<file path="src/rtl/gray_codec_pkg.sv">
// Shared definitions for the streaming binary/Gray converter.
// Conversion helpers work on a 32-bit container masked to the live width.
package gray_codec_pkg;

   localparam int  MAX_W    = 32;
   localparam logic MODE_B2G = 1'b0;
   localparam logic MODE_G2B = 1'b1;

   function automatic logic [MAX_W-1:0] width_mask(input int w);
      if (w >= MAX_W)
         return '1;
      return (32'd1 << w) - 32'd1;
   endfunction

   function automatic logic [MAX_W-1:0] bin2gray(
      input logic [MAX_W-1:0] b,
      input int               w
   );
      logic [MAX_W-1:0] m;
      m = b & width_mask(w);
      return m ^ (m >> 1);
   endfunction

   // Prefix XOR from the MSB down; bits at or above w stay zero.
   function automatic logic [MAX_W-1:0] gray2bin(
      input logic [MAX_W-1:0] g,
      input int               w
   );
      logic [MAX_W-1:0] r;
      logic             acc;
      r   = '0;
      acc = 1'b0;
      for (int i = MAX_W - 1; i >= 0; i--) begin
         if (i < w) begin
            acc  = acc ^ g[i];
            r[i] = acc;
         end
      end
      return r;
   endfunction

endpackage

</file>
<file path="src/rtl/gray_codec_stage.sv">
// One pipeline register holding valid, mode and data.
// Payload only moves when the incoming beat is valid.
module gray_codec_stage
   import gray_codec_pkg::*;
#(
   parameter int WIDTH = 8
) (
   input  logic             clk,
   input  logic             rst_n,
   input  logic             i_load,
   input  logic             i_valid,
   input  logic             i_mode,
   input  logic [WIDTH-1:0] i_data,
   output logic             o_valid,
   output logic             o_mode,
   output logic [WIDTH-1:0] o_data
);

   logic             r_valid;
   logic             r_mode;
   logic [WIDTH-1:0] r_data;

   always_ff @(posedge clk or negedge rst_n) begin
      if (!rst_n) begin
         r_valid <= 1'b0;
         r_mode  <= MODE_B2G;
         r_data  <= '0;
      end else if (i_load) begin
         r_valid <= i_valid;
         if (i_valid) begin
            r_mode <= i_mode;
            r_data <= i_data;
         end
      end
   end

   assign o_valid = r_valid;
   assign o_mode  = r_mode;
   assign o_data  = r_data;

endmodule

</file>
<file path="src/rtl/gray_codec_pipe.sv">
// Stallable binary<->Gray converter: convert on entry, then STAGES
// registers with a combinational ready chain back from out_ready.
module gray_codec_pipe
   import gray_codec_pkg::*;
#(
   parameter int WIDTH  = 8,
   parameter int STAGES = 2
) (
   input  logic             clk,
   input  logic             rst_n,
   input  logic             in_valid,
   output logic             in_ready,
   input  logic             in_mode,
   input  logic [WIDTH-1:0] in_data,
   output logic             out_valid,
   input  logic             out_ready,
   output logic [WIDTH-1:0] out_data,
   output logic             out_mode
);

   logic [WIDTH-1:0] w_conv;
   logic [STAGES:0]  w_valid;
   logic [STAGES:0]  w_mode;
   logic [STAGES-1:0] w_load;
   logic [WIDTH-1:0] w_data [STAGES+1];

   assign w_conv = (in_mode == MODE_G2B)
                 ? WIDTH'(gray2bin(32'(in_data), WIDTH))
                 : WIDTH'(bin2gray(32'(in_data), WIDTH));

   assign w_valid[0] = in_valid;
   assign w_mode[0]  = in_mode;
   assign w_data[0]  = w_conv;

   // Stage k loads when it is empty or its successor takes its beat.
   always_comb begin
      w_load = '0;
      w_load[STAGES-1] = !w_valid[STAGES] | out_ready;
      for (int k = STAGES - 2; k >= 0; k--)
         w_load[k] = !w_valid[k+1] | w_load[k+1];
   end

   for (genvar k = 0; k < STAGES; k++) begin : g_stage
      gray_codec_stage #(
         .WIDTH (WIDTH)
      ) u_stage (
         .clk     (clk),
         .rst_n   (rst_n),
         .i_load  (w_load[k]),
         .i_valid (w_valid[k]),
         .i_mode  (w_mode[k]),
         .i_data  (w_data[k]),
         .o_valid (w_valid[k+1]),
         .o_mode  (w_mode[k+1]),
         .o_data  (w_data[k+1])
      );
   end

   assign in_ready  = w_load[0];
   assign out_valid = w_valid[STAGES];
   assign out_mode  = w_mode[STAGES];
   assign out_data  = w_data[STAGES];

endmodule

</file>
<file path="config.mk">
export PLATFORM = sky130hd
export DESIGN_NAME = gray_codec_pipe
export DESIGN_NICKNAME = d
export VERILOG_FILES = /design/src/rtl/gray_codec_pkg.sv /design/src/rtl/gray_codec_stage.sv /design/src/rtl/gray_codec_pipe.sv
export SDC_FILE = /design/constraint.sdc
export NUM_CORES = 1
export LEC_CHECK = 0
export BUFFER_PORTS_ARGS = -buffer_cell sky130_fd_sc_hd__buf_2
export CAP_MARGIN = 20
export CORE_MARGIN = 3
export CORE_UTILIZATION = 30
export CTS_CLUSTER_DIAMETER = 200
export DETAILED_ROUTE_END_ITERATION = 10
export GPL_TIMING_DRIVEN = 0
export HOLD_SLACK_MARGIN = 0.03
export PLACE_DENSITY_LB_ADDON = 0.12
export RECOVER_POWER = 100
export SLEW_MARGIN = 15
export SYNTH_ARGS = -nofsm -noshare
export SYNTH_HDL_FRONTEND = slang
export SYNTH_SLANG_ARGS = --single-unit
</file>
<file path="constraint.sdc">
create_clock -name clk -period 1.5 [get_ports clk]
set_input_delay 0.15 -clock clk [delete_from_list [all_inputs] [get_ports clk]]
set_output_delay 0.15 -clock clk [all_outputs]
set_load 0.05 [all_outputs]
</file>
Word-level counts from Yosys, hierarchy flattened
Cells that the tools add are included.
{ "totals": {"regBits": 20, "inputBits": 13, "output_inout_bits": 11} }
{ "classes": {"mux": 1, "bitwise": 10, "reduce_logical": 4} }
{ "ops": {"columns": ["operator", "count"], "rows": [
  ["two-way mux 8 bit", 1],
  ["bitwise XOR 8 x 7 -> 8 bit", 1],
  ["bitwise XOR 1 bit", 7],
  ["AND reduction 2 bit", 2],
  ["logical NOT 1 bit", 2],
  ["bitwise OR 1 bit", 2]
]} }

Longest topological paths before layout
{ "logic_depth": {"word_depth": 8, "depth_mapped": 5} }

Cells and area by module
Synthesis repeated with hierarchy kept, for this count alone.
{ "hier_totals": {"cells_unflattened": 72, "area_unflattened_um2": 969.7} }
{ "modules_own_cells": {"columns": ["mod", "instances", "cells_per_inst", "area_each_um2"], "rows": [
  ["gray_codec_stage", 2, 22, 371.6],
  ["gray_codec_pipe", 1, 28, 226.5]
]} }

Least setup slack after synthesis
Ideal clock, no wire load.
{ "synth_timing": {"kind": "register to register", "from": "register g_stage[1].u_stage.r_valid", "to": "register g_stage[0].u_stage.r_data[5]", "setup_time_ps": 136, "t_arrival_ps": 1903, "slack_ps": -538, "path_stages_with_launch": 5, "n_path_buf": 1, "cell_sequence": "dfrtp_1 > nand3b_1 > nand2_1 > clkbuf_1 > o21ai_0"} }
{ "synth_via": {"elab_chain_cells": 4} }
{ "synth_rtl": {"columns": ["element", "line_no", "source"], "rows": [
  ["start: declaration", "gray_codec_stage.sv:19", "logic r_valid;"],
  ["start signal: assignment", "gray_codec_stage.sv:29", "r_valid <= i_valid;"],
  ["logical NOT 1 bit", "gray_codec_pipe.sv:38", "w_load[STAGES-1] = !w_valid[STAGES] | out_ready;"],
  ["bitwise OR 1 bit", "gray_codec_pipe.sv:38", null],
  ["bitwise OR 1 bit", "gray_codec_pipe.sv:40", "w_load[k] = !w_valid[k+1] | w_load[k+1];"],
  ["net in_ready", "gray_codec_pipe.sv:12", "output logic in_ready,"],
  ["AND reduction 2 bit (no source line)", null, null],
  ["end signal: assignment", "gray_codec_stage.sv:32", "r_data <= i_data;"],
  ["end: declaration", "gray_codec_stage.sv:21", "logic [WIDTH-1:0] r_data;"]
]} }
The timed path passes the listed nets, and every way through them passes these cells.
A chain may end at the register's enable or synchronous reset.

Worst setup path after layout
{ "layout_timing": {"from": "register g_stage[1].u_stage.r_valid", "to": "register g_stage[0].u_stage.r_data[7]"} }
{ "layout_via": {"elab_chain_cells": 4} }
{ "layout_rtl": {"columns": ["element", "line_no"], "rows": [
  ["logical NOT 1 bit", "gray_codec_pipe.sv:38"],
  ["bitwise OR 1 bit", "gray_codec_pipe.sv:38"],
  ["bitwise OR 1 bit", "gray_codec_pipe.sv:40"],
  ["AND reduction 2 bit (no source line)", null]
]} }
Every way passes these cells.

==> flow_summary.yaml <==
status:
  outcome: "completed"
drt:
  vias: 662
  drtAntennaViolNets: 0
  wirelength_mm: 1.66
  drt-initial-drc-count: 10
  route.detailed.wl_per_inst_um: 10.9
  route.detailed.drc: 0
  viasPerCell: 4.33
  first_pass_iters: 4
synth:
  synth_seq_cells: 20
  post-synth-top-count-cell: "dfrtp_1"
  synthTopCellsByArea: "dfrtp_1 (51%), mux2_2 (11%), xnor2_1 (6.2%)"
  synth_area_leader_cell: "dfrtp_1"
  synth_top_area_share: 0.510
  synth_cells: 81
  synth-edff-count: 0
  synth_top_flop_cell: "dfrtp_1"
  seq_area_frac_synth: 0.510
  netlist_top_cells_count: "dfrtp_1 (20), nand2_1 (12), mux2_2 (10)"
  ys_warn_count: 0
  synth_area_um2: 982
  async_flop_share: 1.00
  synth_fp_nets: 94
  syn_area_per_cell_um2: 12.1
  ys_types: 24
critical_path:
  path_delay_family: "simple AND/OR/NAND/NOR gates"
  crit_path_cell_trace: "nand3b_1, and2_0, mux2_2"
  critPathCaptureType: "flip-flop"
  crit_path_start_kind: "flip-flop"
  cp_data_required_time_ns: 1.69
  cp_max_fo: 4
  r2r-start: "g_stage[1].u_stage.o_valid$_DFFE_PN0P_"
  slowest_stage: "dfrtp_2"
  critPathMaxStageDelay_ns: 0.43
  reg2reg_depth: 3
  rr_endpoint: "g_stage[0].u_stage.o_data[7]$_DFFE_PN0P_"
  critPathKind: "flip-flop to flip-flop"
  critPathBufInv: 0
  ff2ff_setup_slack_ns: 0.18
  worstPathArrival_ns: 1.51
die:
  start_util: 0.319
  die_y_um: 63.2
  num_rows: 20
  die_w_um: 63.2
  die_area_mm2: 0.00400
  core_mm2: 0.00308
  num_io_pins: 24
worst_hold_path:
  min-delay-start: "in_valid"
  min_to: "g_stage[0].u_stage.o_valid$_DFFE_PN0N_"
  whs_path_depth: 2
  hp-class: "primary input to flip-flop"
layout:
  antenna_cells: 0
  ff_latch_area_um2: 502
  area_growth_pct: 20.3
  fin_nets: 123
  drive_gt1_frac: 0.294
  fin_cells: 153
  multiInputGateArea_um2: 473
  fill_cells: 330
placed_design:
  dp_slack_ns: -0.0461
  place_congestion: 0.750
  dp.cells: 148
  port_buffers: 23
  place_hpwl_mm: 1.32
clocking:
  clk-insertion-delay-late_ns: 0.29
  holdBufCountCts: 1
  clockBufferDepth: 2
  clk_pin_slew_ns: 0.10
  cts_buffers: 3
  htree_levels: 1
  postCtsSetupRepairBufs: 0
  cts_resized: 0
  cts_sinks: 20
  cts_tree: "yes"
  root_buffer: "clkbuf_4"
timing:
  clock_skew_ns: 0.000467
  min_period_over_period: 0.882
  finalSetupTns_ns: 0
  setup_viol: 0
  period_minus_slack_ns: 1.32
  worst_pin_slew_ns: 0.597
  slew_viol_final: 0
  grt_setup_unrepaired: "false"
  fmax_mhz: 756
  slew_headroom: 0.604
  hold_viol_final: 0
  fin_ws_ns: 0.177
pwr:
  p_per_area_mw_per_mm2: 1360
  peakVddDrop_mv: 0.363
  p_leak_uw: 0.000526
flow_run:
  max_cap_violations: 0
global_routing:
  grt_max_degree: 21
  grt_first_pass_wirelength_mm: 2.99
  grt-ovfl-total: 0
  track_usage: 0.0944
  grt_pass1_vias: 648
  antenna_found_initial: 0
==> area by class of cell <==
cell class,instances,area share
Sequential cell,20,0.425
Multi-Input combinational cell,58,0.400
Timing Repair Buffer,24,0.0953
Tap cell,44,0.0466
Clock buffer,4,0.0222
Buffer,2,0.00742
Inverter,1,0.00318
==> metal layers <==
layer  part of all wire  vias up  GRT usage
met5                  0        -          0
met4              0.019        0     0.0404
met3              0.055        4     0.0214
met2               0.43       17      0.148
met1               0.50      302      0.125
li1                   -      339          -
==> how the worst max path moves through the flow <==
stage / start / to / slack [ns] / cells after the start
2_1_floorplan: g_stage[1].u_stage.o_valid$_DFFE_PN0P_ / g_stage[0].u_stage.o_data[7]$_DFFE_PN0P_ / -0.24 / 3
4_1_cts: g_stage[1].u_stage.o_valid$_DFFE_PN0P_ / in_ready / 0.16 / 2
3_5_place_dp: in_data[6] / g_stage[0].u_stage.o_data[0]$_DFFE_PN0P_ / -0.05 / 5
6_report: g_stage[1].u_stage.o_valid$_DFFE_PN0P_ / g_stage[0].u_stage.o_data[7]$_DFFE_PN0P_ / 0.18 / 3
3_3_place_gp: in_data[6] / g_stage[0].u_stage.o_data[0]$_DFFE_PN0P_ / -0.07 / 5
5_1_grt: g_stage[1].u_stage.o_valid$_DFFE_PN0P_ / g_stage[0].u_stage.o_data[5]$_DFFE_PN0P_ / 0.06 / 5
==> sequential cells by signal, indices dropped and copies added (netlist names) <==
signal                   cells
g_stage.u_stage.o_data      16
g_stage.u_stage.o_mode       2
g_stage.u_stage.o_valid      2
==> kinds of logic (layout without fill, tap and decap cells) <==
kind of cell / Yosys count / in the layout / synth area share
AOI/OAI and AO/OA: 12 / 12 / 0.0828
and+or+nand+nor: 23 / 23 / 0.111
xor gates and xnor gates: 13 / 13 / 0.171
buffers and inverters: 3 / 31 / 0.0115
DFF: 20 / 20 / 0.510
muxes: 10 / 10 / 0.115
==> report_power, final <==
group	total [uW]	internal, uW	switching (uW)
logic	633	195	437
clock network	253	103	150
registers	718	661	57.7
==> per-stage QoR <==
stage,util,cell area (um2),total power (uW),hold WS [ns]
finish,0.384,1180,1600,0.0718
global placement,0.380,1170,1390,0.126
detailed placement,0.380,1170,1400,0.125
global route,0.384,1180,1710,0.0758
CTS,0.392,1210,1660,0.0816
floorplan,-,1000,1240,-0.146
==> cell usage in the layout, fill, tap and decap left out, drive strengths merged <==
cell type and count:
xnor2 8, clkbuf 17, nand2b 3, o31ai 2, and2 1, inv 1, nor2 2, nand3b 1
a31oi 1, nand2 12, xor2 3, o21ai 4, a211o 2, dfrtp 20, nand3 1, mux2 10
and3 2, dlygate4sd3 1, a21oi 2, buf 12, xnor3 2, o211ai 1, nand4 1
Power figures use the tool's default switching activity.
